$ cat config.mk
export PLATFORM = sky130hd
export DESIGN_NAME = mem_wr_rd_master_flat
export DESIGN_NICKNAME = d
export VERILOG_FILES = /design/src/rtl/mem_wr_rd_master_if.sv /design/src/rtl/mem_wr_rd_master.sv /design/src/flat_wrapper.sv
export SDC_FILE = /design/constraint.sdc
export NUM_CORES = 1
export LEC_CHECK = 0
export BUFFER_PORTS_ARGS = -buffer_cell sky130_fd_sc_hd__buf_2
export CORE_MARGIN = 2
export CORE_UTILIZATION = 32
export CTS_BUF_LIST = sky130_fd_sc_hd__clkbuf_2
export DETAILED_ROUTE_END_ITERATION = 7
export PLACE_DENSITY = 0.47
export SYNTH_ARGS = -nofsm -noshare
export SYNTH_HDL_FRONTEND = slang
export SYNTH_SLANG_ARGS = --single-unit
$ cat constraint.sdc
create_clock -name clk_i -period 3.26 [get_ports clk_i]
set_clock_uncertainty 0.15 [all_clocks]
set_input_delay 0.489 -clock clk_i [delete_from_list [all_inputs] [get_ports clk_i]]
set_output_delay 0.489 -clock clk_i [all_outputs]
set_load 0.02 [all_outputs]
$ cat src/rtl/mem_wr_rd_master_if.sv
// Valid/ready request bus between the memory self-test master and the
// single-port memory.
interface mem_wr_rd_master_if #(
  parameter int WIDTH      = 16,
  parameter int ADDR_WIDTH = 6
);
  logic                  valid_o;
  logic                  wr_rd_o;
  logic [ADDR_WIDTH-1:0] addr_o;
  logic [WIDTH-1:0]      wdata_o;
  logic [WIDTH-1:0]      rdata_i;
  logic                  ready_i;

  modport master (
    output valid_o, wr_rd_o, addr_o, wdata_o,
    input  rdata_i, ready_i
  );

  modport slave (
    input  valid_o, wr_rd_o, addr_o, wdata_o,
    output rdata_i, ready_i
  );
endinterface

$ cat src/rtl/mem_wr_rd_master.sv
// Memory self-test initiator: writes seed+k over an address range, reads it
// back, compares, and reports errors, the first failing address and timeouts.
module mem_wr_rd_master #(
  parameter int WIDTH      = 16,
  parameter int DEPTH      = 64,
  parameter int ADDR_WIDTH = $clog2(DEPTH),
  parameter int TIMEOUT    = 255
) (
  input  logic                  clk_i,
  input  logic                  rst_i,
  input  logic                  start_i,
  input  logic [ADDR_WIDTH-1:0] start_addr_i,
  input  logic [ADDR_WIDTH:0]   num_locs_i,
  input  logic [WIDTH-1:0]      seed_i,
  mem_wr_rd_master_if.master    mem,
  output logic                  busy_o,
  output logic                  done_o,
  output logic                  pass_o,
  output logic [ADDR_WIDTH:0]   err_cnt_o,
  output logic [ADDR_WIDTH-1:0] first_err_addr_o,
  output logic                  timeout_o
);

  localparam int TW = (TIMEOUT < 1) ? 1 : $clog2(TIMEOUT + 1);
  localparam logic [TW-1:0]         TLAST     = TW'(TIMEOUT - 1);
  localparam logic [ADDR_WIDTH:0]   DEPTH_N   = (ADDR_WIDTH + 1)'(DEPTH);
  localparam logic [ADDR_WIDTH-1:0] LAST_ADDR = ADDR_WIDTH'(DEPTH - 1);
  localparam logic [ADDR_WIDTH:0]   ERR_MAX   = '1;

  typedef enum logic [2:0] {IDLE, WR, GAP, RD, DONE} state_t;

  state_t                state_q;
  logic [ADDR_WIDTH-1:0] start_q;
  logic [WIDTH-1:0]      seed_q;
  logic [ADDR_WIDTH:0]   n_q;
  logic [ADDR_WIDTH:0]   k_q;
  logic [WIDTH-1:0]      exp_q;
  logic [TW-1:0]         tcnt_q;

  logic                  handshake;
  logic                  last_xfer;
  logic                  mismatch;
  logic [ADDR_WIDTH-1:0] next_addr;
  logic [ADDR_WIDTH:0]   n_eff;
  logic [WIDTH-1:0]      exp_next;

  assign handshake = mem.valid_o & mem.ready_i;
  assign last_xfer = (k_q == (n_q - (ADDR_WIDTH + 1)'(1)));
  assign mismatch  = (mem.rdata_i != exp_q);
  assign exp_next  = exp_q + WIDTH'(1);
  // Explicit wrap so non-power-of-two depths still stay inside the memory
  assign next_addr = (mem.addr_o == LAST_ADDR) ? '0 : mem.addr_o + ADDR_WIDTH'(1);
  assign n_eff     = (num_locs_i > DEPTH_N) ? DEPTH_N : num_locs_i;

  // Control FSM; every output, including the bus request, is registered here
  always_ff @(posedge clk_i or negedge rst_i) begin
    if (!rst_i) begin
      state_q          <= IDLE;
      start_q          <= '0;
      seed_q           <= '0;
      n_q              <= '0;
      k_q              <= '0;
      exp_q            <= '0;
      tcnt_q           <= '0;
      mem.valid_o      <= 1'b0;
      mem.wr_rd_o      <= 1'b0;
      mem.addr_o       <= '0;
      mem.wdata_o      <= '0;
      busy_o           <= 1'b0;
      done_o           <= 1'b0;
      pass_o           <= 1'b0;
      err_cnt_o        <= '0;
      first_err_addr_o <= '0;
      timeout_o        <= 1'b0;
    end else begin
      done_o <= 1'b0;
      case (state_q)
        IDLE: begin
          if (start_i) begin
            start_q          <= start_addr_i;
            seed_q           <= seed_i;
            n_q              <= n_eff;
            k_q              <= '0;
            tcnt_q           <= '0;
            err_cnt_o        <= '0;
            first_err_addr_o <= '0;
            timeout_o        <= 1'b0;
            if (n_eff == '0) begin
              state_q <= DONE;
              done_o  <= 1'b1;
              pass_o  <= 1'b1;
            end else begin
              state_q     <= WR;
              busy_o      <= 1'b1;
              pass_o      <= 1'b0;
              mem.valid_o <= 1'b1;
              mem.wr_rd_o <= 1'b1;
              mem.addr_o  <= start_addr_i;
              mem.wdata_o <= seed_i;
              exp_q       <= seed_i;
            end
          end
        end

        WR, RD: begin
          if (handshake) begin
            tcnt_q <= '0;
            if (state_q == RD && mismatch) begin
              if (err_cnt_o != ERR_MAX) err_cnt_o <= err_cnt_o + (ADDR_WIDTH + 1)'(1);
              if (err_cnt_o == '0) first_err_addr_o <= mem.addr_o;
            end
            if (last_xfer) begin
              mem.valid_o <= 1'b0;
              mem.wdata_o <= '0;
              if (state_q == WR) begin
                // Rewind to the start of the range during the gap cycle
                state_q    <= GAP;
                mem.addr_o <= start_q;
                k_q        <= '0;
                exp_q      <= seed_q;
              end else begin
                state_q     <= DONE;
                busy_o      <= 1'b0;
                done_o      <= 1'b1;
                pass_o      <= (err_cnt_o == '0) && !mismatch;
                mem.wr_rd_o <= 1'b0;
                mem.addr_o  <= '0;
              end
            end else begin
              k_q        <= k_q + (ADDR_WIDTH + 1)'(1);
              mem.addr_o <= next_addr;
              exp_q      <= exp_next;
              if (state_q == WR) mem.wdata_o <= exp_next;
            end
          end else if (mem.valid_o) begin
            if (tcnt_q == TLAST) begin
              state_q     <= DONE;
              timeout_o   <= 1'b1;
              busy_o      <= 1'b0;
              done_o      <= 1'b1;
              pass_o      <= 1'b0;
              mem.valid_o <= 1'b0;
              mem.wr_rd_o <= 1'b0;
              mem.addr_o  <= '0;
              mem.wdata_o <= '0;
            end else begin
              tcnt_q <= tcnt_q + TW'(1);
            end
          end
        end

        GAP: begin
          state_q     <= RD;
          tcnt_q      <= '0;
          mem.valid_o <= 1'b1;
          mem.wr_rd_o <= 1'b0;
          mem.wdata_o <= '0;
        end

        DONE: begin
          state_q <= IDLE;
        end

        default: begin
          state_q <= IDLE;
        end
      endcase
    end
  end

endmodule

$ cat src/flat_wrapper.sv
// flat-port wrapper written by rule: the top's interface ports become plain ports
module mem_wr_rd_master_flat 
#(
  parameter int WIDTH      = 16,
  parameter int DEPTH      = 64,
  parameter int ADDR_WIDTH = $clog2(DEPTH),
  parameter int TIMEOUT    = 255
)
  (clk_i, rst_i, start_i, start_addr_i, num_locs_i, seed_i, busy_o, done_o, pass_o, err_cnt_o, first_err_addr_o, timeout_o, mem_valid_o, mem_wr_rd_o, mem_addr_o, mem_wdata_o, mem_rdata_i, mem_ready_i);
  mem_wr_rd_master_if #(.WIDTH(WIDTH), .ADDR_WIDTH(ADDR_WIDTH)) mem_i ();
  input  logic clk_i;
  input  logic rst_i;
  input  logic start_i;
  input  logic [ADDR_WIDTH-1:0] start_addr_i;
  input  logic [ADDR_WIDTH:0] num_locs_i;
  input  logic [WIDTH-1:0] seed_i;
  output logic busy_o;
  output logic done_o;
  output logic pass_o;
  output logic [ADDR_WIDTH:0] err_cnt_o;
  output logic [ADDR_WIDTH-1:0] first_err_addr_o;
  output logic timeout_o;
  output wire logic [$bits(mem_i.valid_o)-1:0] mem_valid_o;
  output wire logic [$bits(mem_i.wr_rd_o)-1:0] mem_wr_rd_o;
  output wire logic [$bits(mem_i.addr_o)-1:0] mem_addr_o;
  output wire logic [$bits(mem_i.wdata_o)-1:0] mem_wdata_o;
  input wire logic [$bits(mem_i.rdata_i)-1:0] mem_rdata_i;
  input wire logic [$bits(mem_i.ready_i)-1:0] mem_ready_i;
  assign mem_valid_o = mem_i.valid_o;
  assign mem_wr_rd_o = mem_i.wr_rd_o;
  assign mem_addr_o = mem_i.addr_o;
  assign mem_wdata_o = mem_i.wdata_o;
  assign mem_i.rdata_i = mem_rdata_i;
  assign mem_i.ready_i = mem_ready_i;
  mem_wr_rd_master #(.WIDTH(WIDTH), .DEPTH(DEPTH), .ADDR_WIDTH(ADDR_WIDTH), .TIMEOUT(TIMEOUT)) u_core (.clk_i(clk_i), .rst_i(rst_i), .start_i(start_i), .start_addr_i(start_addr_i), .num_locs_i(num_locs_i), .seed_i(seed_i), .mem(mem_i), .busy_o(busy_o), .done_o(done_o), .pass_o(pass_o), .err_cnt_o(err_cnt_o), .first_err_addr_o(first_err_addr_o), .timeout_o(timeout_o));
endmodule
# Yosys cells after proc, flatten, opt, wreduce, memory -nomap -nowiden
# Cells that the tools add are included.
# totals
ff_bits	104
inputBits	49
out_inout_bits	41
word_cells	153
# op_classes
addsub	6
magnitude_cmp	1
n_eq_ne	24
mux	81
n_bitwise	1
reduce_logical	23
# op_table
op	count
$mux W16	10
$mux W6	12
$mux W7	8
$pmux W16 S3	1
$mux W8	4
$pmux W16 S2	1
$pmux W7 S2	2
$mux W1	26
$reduce_and A5 Y1	5
$pmux W6 S2	2
$pmux W8 S3	1
$mux W3	7
$add A16 B1 Y16 const B	1
$ne A16 B16 Y1	1
$reduce_and A4 Y1	4
$add A7 B1 Y7 const B	2
$logic_not A7 Y1	2
$reduce_and A7 Y1	2
$ne A2 B1 Y1 const B	6
$reduce_and A6 Y1	2
$ne A3 B3 Y1 const B	3
$pmux W3 S3	1
$add A8 B1 Y8 const B	1
$eq A8 B8 Y1 const B	1
22 further kinds	31

# Longest topological paths before layout
# Gate-level depths: netlist of run 1.
# logic_depth
ltp_word	7
mapped_depth	10
depth_no_buf	8

# Least setup slack after synthesis of run 1
# OpenSTA, ideal clock, no wires.
# synth_path
path_type	register -> register
from	register u_core.n_q[0]
to	register u_core.exp_q[2]
setup_ns	0.121
arrival_time_ns	2.203
required_time_ns	2.989
setup_slack_ns	0.786
path_stages_with_launch	10
n_path_buf	1
period_less_slack_ns	2.474
cell_sequence	dfrtp_1 inv_1 ha_1 and4bb_1 o211ai_1 a311oi_4 clkbuf_1 mux2i_1 o211ai_1 a22o_1
# synth_between
elab_chain_cells	5
word_cells_on_any_way	7
classes_between	add/sub (1); eq/ne (2); mux (3); reduce/logical (1)
# synth_rtl
item	line_no	rtl
start: declaration	mem_wr_rd_master.sv:35	logic [ADDR_WIDTH:0] n_q;
start signal: assignment	mem_wr_rd_master.sv:82	n_q <= n_eff;
$sub A7 B1 Y7 *	mem_wr_rd_master.sv:48	assign last_xfer = (k_q == (n_q - (ADDR_WIDTH + 1)'(1)));
$eq A7 B7 Y1 *	mem_wr_rd_master.sv:48	
$mux W16	mem_wr_rd_master.sv:112	if (last_xfer) begin
$mux W16	mem_wr_rd_master.sv:106	if (handshake) begin
$pmux W16 S2	mem_wr_rd_master.sv:77	case (state_q)
end signal: assignment	mem_wr_rd_master.sv:100	exp_q <= seed_i;
end signal: assignment	mem_wr_rd_master.sv:120	exp_q <= seed_q;
end signal: assignment	mem_wr_rd_master.sv:132	exp_q <= exp_next;
end: declaration	mem_wr_rd_master.sv:37	logic [WIDTH-1:0] exp_q;
# Mark *: on every way between the ends. The rest lies on a longest branch, timed or not. The select of a mux whose other input is x is not followed.
# A chain may end at the register's enable or synchronous reset.

# Worst setup path after layout of run 1
# layout_path
from	register u_core.n_q[0]
to	register u_core.exp_q[15]
# The elaborated chain is that of the path after synthesis.

==> results.md, run 1 <==
- Crit-path slowest cell: dfrtp_1
- Worst EP arrival: approximately 3.3 ns
- CP max stage delay: 0.48 ns
- PD cells: 749 nW/um^2
- Iteration count of the initial detailed-routing pass: 5
- Count leader, synth: nand2_1
- Via count: 6,126
- Final wirelength: between 20,000 and 25,000 um
- RSZ-0062 raised after global routing: false
- Setup crit start kind: flip-flop
- Core ar.: 20,200 um^2
- First-pass GRT wire length: 33,200 um
- Clock power share: between 10 and 15%
- # IOs: 90
- Mapped Cells: 757
- Vias in the first global route: 5,969
- Register area share after synthesis: 39.7%
- Antenna violations before repair: 0
- Share of the synthesized area in the top cell type: about two fifths
- Final HPWL DP: 14,900 um
- Crit. Startpoint: u_core.n_q[0]$_DFFE_PN0P_
- Setup WS post-layout: 0.400 ns
- Total power draw: 5800 uW
- DRT iter0 DRCs: 503
- Max Cap Viol: 0
- Tcrit/Tclk final: between 80 and 90%
- EDFF count, synth: 0
- Leakage Power: 0.00336 uW
- Synth area leaders: dfrtp_1 40%, nand2_1 8.4%, a21oi_1 3.7%
- Overall Global Routing Usage: 19.4%
- Clock Sinks: 104
- CP Capture Type: flip-flop
- Worst Tran Pin Value: approximately 0.86 ns
- Die area: 21,600 um^2
- Required @ worst endpoint: 3.69 ns
- Placed Area: 7310 um^2
- Skew-Pair Late Insertion Delay: about 0.65 ns
- Final net count: 918
- Yosys warns: 0
- Fin cells: 1,136
- Mapped Nets: 814
- Flop pwr share: 41.4%
- Outcome: finished, final reports clean
- Ant diodes: 0
- Largest net degree at the start of global routing: 51
- Mapped Area: 6550 um^2
- FF+latch count, synth: between 100 and 150
- Combinational share of power: roughly 48%
- Clock Path Buffers: 2
- Finished Cell Area: 7740 um^2
- # rows: 52
- Area growth syn-to-layout: 18.3%
- Post-route ant nets: 0
- Slew margin rel.: 41.8%
- Avg WL per Cell: 18.4 um
- Slew Viols, Final: 0
- Min-delay src: start_i
- Final hold vios: 0
- P_sw: 2630 uW
- Min Tclk post-route: 2.86 ns
- P_int: 3170 uW
- Setup tns final: 0 ns
- Vias per inst: 5.39
- Switching share of power: 45.3%
- Initial Util: 32.5%
- Cell taking the most area after synthesis: dfrtp_1
- Inserted Clock Buffers: 9
- Synth unique cells: 69
- Synth cell count leaders: 146 x nand2_1, 104 x dfrtp_1, 48 x a21oi_1, 37 x clkbuf_1, 32 x o21ai_0
- DP Worst Slack: 0.421 ns
- Peak VDD IR: 441 uV
- Grt total ovfl: 0
- H-tree Lvls: 3
- Syn avg cell area: a little under 9 um^2
- Asr flop ratio synth: 100%
- Port Buffers: 89
- WP buf/inv: 2
- CTS tree: yes
- CP Cell Sequence: inv_1 > ha_1 > and4bb_1 > o211ai_1 > a311oi_4 > buf_4 > and3_1 > a22oi_1 > a31oi_1
- Delay-heaviest family, CP: compound AO/OA/AOI/OAI gates
- Dominant synthesized flop cell: dfrtp_1
- Worst-path clk slew: 0.31 ns
- Crit path kind: flip-flop to flip-flop
- Die X: 147 um
- Placed Cells: 1,088
- Critical Path Fanout Max: 38
- Placer congestion estimate: approximately 0.85
- Share of cells above drive strength 1: 18.9%
- Reg2reg start: u_core.n_q[0]$_DFFE_PN0P_
- Setup violators final: 0
- Worst Hold Class: primary input to flip-flop
- Max Freq: between 0.3 and 0.4 GHz
- Chip height: between 100 and 150 um
- Clock root buffer: clkbuf_2
- DR DRC count: 0
worst min-delay path, stage by stage:
cell	delay, ns
buf_2	0.14
a21oi_1	0.11
or3_1	0.12
o21ai_0	0.07
repair_timing:
action / 4_1_cts / 5_1_grt
hold endpoints to repair: 79 / 0
gates resized for setup: 0 / 0
setup buffers: 0 / 0
hold buffers: 32 / 0
cell type report:
type	count	area [um^2]
Clock buffer	11	55.1
Timing Repair Buffer	151	1010
Fill cell	2132	12400
Tap cell	270	338
Multi-Input combinational cell	574	3610
Clock inverter	5	57.6
Inverter	21	78.8
Sequential cell	104	2600
per-layer routing:
metal	GRT usage [%]	share of wire [%]	up-vias
li1	-	-	2935
met3	3.20	4.9	20
met2	31.8	46	179
met4	4.62	1.6	0
met1	26.8	47	2992
met5	0	0	-
state kept, by name (all words and copies together), names as in the netlist, 3 cells and up:
| register | count |
|---|---|
| u_core.k_q | 7 |
| u_core.mem.addr_o | 6 |
| u_core.tcnt_q | 8 |
| u_core.state_q | 3 |
| u_core.seed_q | 16 |
| u_core.exp_q | 16 |
| u_core.n_q | 7 |
| u_core.mem.wdata_o | 16 |
| u_core.start_q | 6 |
| u_core.first_err_addr_o | 6 |
| u_core.err_cnt_o | 7 |
layout by cell type (no fill, tap or decap), types with 9 or more instances in the layout:
master         instances
a21oi_1               48
nor4_1                17
dfrtp_1              104
clkbuf_2              11
xnor2_1               17
nand2_1              146
mux2i_1               11
buf_4                 30
nand3_1               31
xor2_1                24
o211ai_1              11
and3_1                15
a41oi_1               17
buf_2                 88
and2_1                10
nand2b_1               9
nand4_1               15
a31oi_1               16
inv_1                 21
nor2_1                30
a2bb2oi_2             10
o21ai_0               32
nor3_1                11
dlygate4sd3_1         32
per-stage QoR:
step / utilization (%) / hold WS, ns
final: 38.4 / 0.122
after global routing: 38.4 / 0.0922
after CTS: 38.4 / 0.0821
after detailed placement: 36.3 / 0.315
after global placement: 36.3 / 0.311
after floorplan: - / 0.0434
logic make-up (layout without fill, tap and decap cells):
logic type	count (synthesis)	after routing	share of synthesized area, %
and+or+nand+nor	309	309	22.4
AOI/OAI and AO/OA	201	201	22.9
buffers and inverters	79	188	5.25
DFF	104	104	39.7
adders and majority gates	8	8	1.53
muxes	13	13	2.03
xor gates and xnor gates	43	43	6.08
power groups by stage:
stage | Clock [uW] | Combinational, uW | Sequential, uW
after floorplan | 0 | 1880 | 2450
final | 640 | 2760 | 2400
after global routing | 723 | 3050 | 2490
after global placement | 0 | 2650 | 2410
after CTS | 669 | 2760 | 2400
after detailed placement | 0 | 2710 | 2430
worst paths after layout:
check,cells after the start,slack [ns],end
setup / recovery,9,0.40,u_core.exp_q[15]$_DFFE_PN0P_
hold / removal,4,0.12,u_core.mem.valid_o$_DFFE_PN0P_
setup reg to reg,9,0.40,u_core.exp_q[15]$_DFFE_PN0P_
hold reg to reg,1,0.36,u_core.tcnt_q[6]$_DFFE_PN0P_
max in group asynchronous,3,2.09,u_core.mem.wdata_o[1]$_DFFE_PN0P_
min in group asynchronous,2,0.14,u_core.first_err_addr_o[4]$_DFFE_PN0P_
Power figures use the tool's default switching activity.
==> run 2: changes to the inputs <==
--- a/config.mk
+++ b/config.mk
@@ -6,11 +6,13 @@
 export NUM_CORES = 1
 export LEC_CHECK = 0
 export BUFFER_PORTS_ARGS = -buffer_cell sky130_fd_sc_hd__buf_2
+export CORE_ASPECT_RATIO = 1.5
 export CORE_MARGIN = 2
-export CORE_UTILIZATION = 32
+export CORE_UTILIZATION = 25
 export CTS_BUF_LIST = sky130_fd_sc_hd__clkbuf_2
+export CTS_CLUSTER_DIAMETER = 150
 export DETAILED_ROUTE_END_ITERATION = 7
-export PLACE_DENSITY = 0.47
+export PLACE_DENSITY = 0.38
 export SYNTH_ARGS = -nofsm -noshare
 export SYNTH_HDL_FRONTEND = slang
 export SYNTH_SLANG_ARGS = --single-unit
==> run 2 against run 1 <==
Effect of this change: global-route usage shrank 2.1 points; flip-flop and latch count is the same; setup slack gained 0.041 ns; die area grew 27%.
==> results.md, run 2 (synthesis gave the netlist of run 1 again) <==
- Outcome: finished, final reports clean
- Iteration count of the initial detailed-routing pass: 4 (-1)
- Via count: 6,057 (-1.1%)
- Switching share of power: 45.5% (+0.20 points)
- CTS tree: yes
- P_sw: 2650 uW (+0.78%)
- Setup crit start kind: flip-flop
- PD cells: 742 nW/um^2 (-1.0%)
- Max Freq: 0.355 GHz (+1.5%)
- Final HPWL DP: 16,800 um (+13%)
- DRT iter0 DRCs: 291 (-42%)
- Leading registers by flop count: u_core.exp_q x16, u_core.mem.wdata_o x16, u_core.seed_q x16
- Setup violators final: 0 (unchanged)
- Combinational share of power: 47.1% (-0.5 points)
- Vias in the first global route: 6,360 (+6.6%)
- Commonest non-fill, non-tap cell in the layout: nand2_1
- Required @ worst endpoint: 3.71 ns (+0.02 ns)
- Inserted Clock Buffers: 9 (unchanged)
- Slew Viols, Final: 0 (unchanged)
- Clock power share: 11.3% (+0.3 points)
- Antenna violations before repair: 3 (+3)
- Vias per inst: 5.04 (-6.6%)
- Chip height: 202 um (+38%)
- Flop pwr share: 41.5% (about the same)
- Setup tns final: 0 ns (unchanged)
- Avg WL per Cell: 19.1 um (+4.3%)
- First-pass GRT wire length: 36,300 um (+9.3%)
- RSZ-0062 raised after global routing: false
- Worst Hold Class: primary input to flip-flop
- Tcrit/Tclk final: 86.5% (-1.3 points)
- Max Cap Viol: 0 (unchanged)
- Placer congestion estimate: 0.801 (-5.7%)
- Min Tclk post-route: 2.82 ns (-0.0414 ns)
- P_int: 3170 uW (about the same)
- Core ar.: 25,800 um^2 (+28%)
- Final hold vios: 0 (unchanged)
- Leakage Power: 0.00337 uW (+0.49%)
- # resized after CTS: 0 (unchanged)
- # IOs: 90 (unchanged)
- Largest net degree at the start of global routing: 59 (+16%)
- Grt total ovfl: 0 (unchanged)
- Area growth syn-to-layout: 19.9%
- CP Capture Type: flip-flop
- Peak VDD IR: 242 uV (-45%)
- Die area: 27,500 um^2 (+27%)
- Total power draw: 5820 uW (+0.34%)
- Port Buffers: 89 (unchanged)
- Initial Util: 25.4% (-7.1 points)
- Final net count: 918 (unchanged)
- Overall Global Routing Usage: 17.2% (-2.1 points)
- Slew margin rel.: 35.7% (-6.1 points)
- Critical Path Fanout Max: 15 (-61%)
- DR DRC count: 0 (unchanged)
- Skew-Pair Late Insertion Delay: 0.68 ns (+0.03 ns)
- Post-route ant nets: 0 (unchanged)
- Commonest non-fill, non-tap cells in the layout: 146 x nand2_1, 104 x dfrtp_1, 88 x buf_2, 48 x a21oi_1, 32 x o21ai_0
- Clock Sinks: 104 (unchanged)
- Share of cells above drive strength 1: 19.2% (+0.23 points)
- H-tree Lvls: 3 (unchanged)
- Worst-path clk slew: 0.30 ns (about the same)
- Clock Path Buffers: 2 (unchanged)
- Final wirelength: 23,000 um (+10%)
- Fillers: 2,814 (+32%)
- # rows: 72 (+38%)
- Fin Hold WS: 0.0951 ns (-0.0273 ns)
- Clock root buffer: clkbuf_2
- Worst EP arrival: 3.27 ns (-0.03 ns)
- Worst Tran Pin Value: 0.952 ns (+0.0908 ns)
- Die X: 136 um (-7.4%)
- Crit path kind: flip-flop to flip-flop
## run 2: changes by cell type in the layout (fill, tap and decap cells not counted), moves of 2 or more
| cell | change |
|---|---|
| dlygate4sd3_1 | -2 |
| diode_2 | +3 |
| clkinvlp_4 | -2 |
| buf_12 | +2 |
## run 2: metal layers
metal / share of wire [%] / global-route usage [%] / vias up / wire length [um]
met4: 2.9 / 6.73 / 2 / 660
met2: 51 / 29.9 / 111 / 11700
met1: 43 / 21.2 / 2972 / 9890
met3: 3.2 / 2.51 / 33 / 732
li1: - / - / 2939 / -
met5: 0.048 / 0 / - / 11
## run 2: path summary, 6_finish.rpt
path	startpoint	end	slack, ns	cells after the start
hold reg to reg	u_core.tcnt_q[6]$_DFFE_PN0P_	u_core.tcnt_q[6]$_DFFE_PN0P_	0.36	1
setup / recovery	u_core.n_q[0]$_DFFE_PN0P_	u_core.exp_q[1]$_DFFE_PN0P_	0.44	8
min in group asynchronous	rst_i	u_core.err_cnt_o[2]$_DFFE_PN0P_	0.23	2
max in group asynchronous	rst_i	u_core.seed_q[12]$_DFFE_PN0P_	1.92	3
setup reg to reg	u_core.n_q[0]$_DFFE_PN0P_	u_core.exp_q[1]$_DFFE_PN0P_	0.44	8
hold / removal	mem_ready_i	u_core.tcnt_q[7]$_DFFE_PN0P_	0.1	4
## run 2: critical path, stage by stage, from the launching register on
cell and delay (ns):
dfrtp_1 0.49, inv_1 0.09, ha_1 0.28, and4bb_1 0.22, o211ai_1 0.12, a311oi_4 0.41, o2111ai_2 0.30, and2_1 0.44
a31o_2 0.30
## run 2: stage by stage
| step | setup WS [ns] | cell area, um^2 | util [%] | instances |
|---|---|---|---|---|
| after global routing | 0.187 | 7850 | 30.5 | 1202 |
| after CTS | 0.387 | 7840 | 30.4 | 1199 |
| after floorplan | 0.786 | 6550 | - | 757 |
| after global placement | 0.458 | 7430 | 28.9 | 1153 |
| after detailed placement | 0.371 | 7430 | 28.9 | 1153 |
| final | 0.441 | 7850 | 30.5 | 1202 |
## run 2: power groups by stage
stage | Combinational (uW) | Clock, uW | Sequential (uW)
5_1_grt | 3060 | 750 | 2500
3_3_place_gp | 2770 | 0 | 2460
3_5_place_dp | 2740 | 0 | 2460
2_1_floorplan | 1880 | 0 | 2450
4_1_cts | 2780 | 706 | 2430
6_report | 2750 | 661 | 2420
## run 2: timing repair
item / CTS / global route
hold buffers: 30 / 0
buffers inserted: 0 / 0
hold endpoints to repair: 111 / 0
## run 2: area by class of cell
type / instances / area (um^2) / share of cell area [%]
multi-input combinational: 574 / 3610 / 46.0
inverter: 21 / 78.8 / 1.00
clock buffer: 10 / 50.0 / 0.637
sequential: 104 / 2600 / 33.1
tap: 333 / 417 / 5.31
timing repair buffer: 151 / 1030 / 13.1
clock inverter: 6 / 60.1 / 0.765
antenna: 3 / 7.51 / 0.0956
==> run 3: changes to the inputs <==
--- a/config.mk
+++ b/config.mk
@@ -6,13 +6,15 @@
 export NUM_CORES = 1
 export LEC_CHECK = 0
 export BUFFER_PORTS_ARGS = -buffer_cell sky130_fd_sc_hd__buf_2
+export CELL_PAD_IN_SITES_DETAIL_PLACEMENT = 1
+export CELL_PAD_IN_SITES_GLOBAL_PLACEMENT = 1
 export CORE_ASPECT_RATIO = 1.5
 export CORE_MARGIN = 2
 export CORE_UTILIZATION = 25
 export CTS_BUF_LIST = sky130_fd_sc_hd__clkbuf_2
 export CTS_CLUSTER_DIAMETER = 150
 export DETAILED_ROUTE_END_ITERATION = 7
-export PLACE_DENSITY = 0.38
+export PLACE_DENSITY = 0.48
 export SYNTH_ARGS = -nofsm -noshare
 export SYNTH_HDL_FRONTEND = slang
 export SYNTH_SLANG_ARGS = --single-unit
==> run 3 against run 2 <==
Effect of this change: fmax decreased by 2.5%; sequential power about the same; sequential share of layout area increased by 0.18 points; wire length increased by 5.3%; cell count decreased by 0.25%; cell area decreased by 0.53%; flip-flop and latch count unchanged; clock power decreased by 2%; via count increased by 2.7%; critical path type unchanged; setup slack got worse by 0.073 ns; worst hold slack got worse by 0.028 ns.
==> results.md, run 3 (synthesis gave the netlist of run 1 again) <==
- Outcome: finished, final reports clean
- PD cells: 754 nW/um^2 (+1.6%)
- Clock Path Buffers: 2 (unchanged)
- Share of cells above drive strength 1: 18.7% (-0.44 points)
- Crit path kind: flip-flop to flip-flop
- # rows: 72 (unchanged)
- Post-route ant nets: 0 (unchanged)
- CTS tree: yes
- DRT iter0 DRCs: 249 (-14%)
- Final hold vios: 0 (unchanged)
- Final Core Density: 30.3% (-0.16 points)
- CP Capture Type: flip-flop
- Area growth syn-to-layout: 19.3%
- Placer congestion estimate: 0.807 (+0.71%)
- Setup tns final: 0 ns (unchanged)
- RSZ-0062 raised after global routing: false
- Setup crit start kind: flip-flop
- Slew margin rel.: 31.8% (-3.9 points)
- Setup violators final: 0 (unchanged)
- Core ar.: 25,800 um^2 (unchanged)
- Commonest non-fill, non-tap cells in the layout: 146 x nand2_1, 104 x dfrtp_1, 88 x buf_2, 48 x a21oi_1, 33 x dlygate4sd3_1
- Antenna violations before repair: 1 (-2)
- H-tree Lvls: 3 (unchanged)
- Vias in the first global route: 6,713 (+5.6%)
- Flop-to-flop setup slack: 0.37 ns (-0.07 ns)
- First-pass GRT wire length: 38,100 um (+5.1%)
- Vias per inst: 5.19 (+2.9%)
- Clock root buffer: clkbuf_2
- Total power draw: 5890 uW (+1.1%)
- Final wirelength: 24,200 um (+5.3%)
- Iteration count of the initial detailed-routing pass: 4 (unchanged)
- Final net count: 917 (-0.11%)
- Leakage Power: 0.00335 uW (-0.59%)
- Port Buffers: 89 (unchanged)
- Critical Path Fanout Max: 21 (+6)
- Combinational share of power: 48.0% (+0.9 points)
- Skew-Pair Late Insertion Delay: 0.72 ns (+0.04 ns)
- DR DRC count: 0 (unchanged)
- Tcrit/Tclk final: 88.7% (+2.2 points)
- Worst-path clk slew: 0.37 ns (+0.07 ns)
- Peak VDD IR: 254 uV (+5.1%)
- Flop pwr share: 41.0% (-0.5 points)
- Min Tclk post-route: 2.89 ns (+0.0727 ns)
- Leading registers by flop count: u_core.exp_q x16, u_core.mem.wdata_o x16, u_core.seed_q x16
- P_sw: 2770 uW (+4.4%)
- Largest net degree at the start of global routing: 71 (+20%)
- Worst Hold Class: primary input to asynchronous set/reset pin
- # IOs: 90 (unchanged)
- Max Cap Viol: 0 (unchanged)
- Overall Global Routing Usage: 18.0% (+0.77 points)
- Final HPWL DP: 17,900 um (+6.3%)
- Via count: 6,219 (+2.7%)
- Commonest non-fill, non-tap cell in the layout: nand2_1
- Max Freq: 0.346 GHz (-2.5%)
- Switching share of power: 47.0% (+1.5 points)
- Worst Tran Pin Value: 1.02 ns (+0.0663 ns)
- Avg WL per Cell: 20.2 um (+5.6%)
- Chip height: 202 um (unchanged)
- Initial Util: 25.4% (unchanged)
- Worst EP arrival: 3.35 ns (+0.08 ns)
- Grt total ovfl: 0 (unchanged)
- Die X: 136 um (unchanged)
- Inserted Clock Buffers: 9 (unchanged)
- Die area: 27,500 um^2 (unchanged)
- Required @ worst endpoint: 3.72 ns (about the same)
- P_int: 3120 uW (-1.7%)
- Slew Viols, Final: 0 (unchanged)
- Clock power share: 11.0% (-0.3 points)
- Clock Sinks: 104 (unchanged)
## run 3: per-layer routing
layer,wire length (um),part of all wire [%],up-vias,track usage [%]
li1,-,-,2945,-
met1,9760,40,3121,21.0
met2,13100,54,115,32.8
met3,717,3.0,38,2.41
met4,650,2.7,0,6.88
met5,0,0,-,0
## run 3: area by class of cell
cell class / instances / area, um^2
Clock inverter: 7 / 56.3
Fill cell: 3125 / 18000
Inverter: 21 / 78.8
Tap cell: 333 / 417
Timing Repair Buffer: 150 / 1000
Clock buffer: 9 / 45.0
Sequential cell: 104 / 2600
Multi-Input combinational cell: 574 / 3610
Antenna cell: 1 / 2.50
## run 3: repair_timing
item / 4_1_cts / 5_1_grt
resized for setup: 0 / 0
hold endpoints to repair: 100 / 0
hold buffers: 33 / 0
buffers inserted: 0 / 0
## run 3: path summary, 6_finish.rpt
kind                            cells after the start                         start                                 to
worst max-delay path                               10     u_core.n_q[0]$_DFFE_PN0P_  u_core.mem.wdata_o[1]$_DFFE_PN0P_
worst max register to register                     10     u_core.n_q[0]$_DFFE_PN0P_  u_core.mem.wdata_o[1]$_DFFE_PN0P_
worst min register to register                      1  u_core.tcnt_q[6]$_DFFE_PN0P_       u_core.tcnt_q[6]$_DFFE_PN0P_
max in group asynchronous                           3                         rst_i        u_core.exp_q[1]$_DFFE_PN0P_
min in group clk_i                                  4                   mem_ready_i       u_core.tcnt_q[7]$_DFFE_PN0P_
worst min-delay path                                2                         rst_i       u_core.timeout_o$_DFFE_PN0P_
## run 3: power groups by stage
stage	clock network, uW	registers (uW)	logic, uW
final	648	2410	2830
after global routing	726	2510	3150
after CTS	683	2420	2860
after detailed placement	0	2450	2810
after global placement	0	2440	2730
after floorplan	0	2450	1880
## run 3: through the flow
stage | hold slack (ns) | setup slack (ns) | instance area [um^2] | cells
final | 0.0668 | 0.368 | 7810 | 1199
after global routing | 0.0262 | 0.171 | 7810 | 1199
after CTS | 0.0104 | 0.337 | 7810 | 1198
after global placement | 0.316 | 0.488 | 7380 | 1149
after detailed placement | 0.321 | 0.402 | 7380 | 1149
after floorplan | 0.0434 | 0.786 | 6550 | 757
## run 3: critical path, cell delays in order, from the launching register on
cell and delay, ns:
dfrtp_1 0.49, inv_1 0.08, ha_1 0.29, o21bai_1 0.19
a211o_1 0.33, a31oi_4 0.29, o21ai_2 0.09, buf_4 0.24
a31oi_4 0.18, buf_4 0.32, a2bb2oi_1 0.19
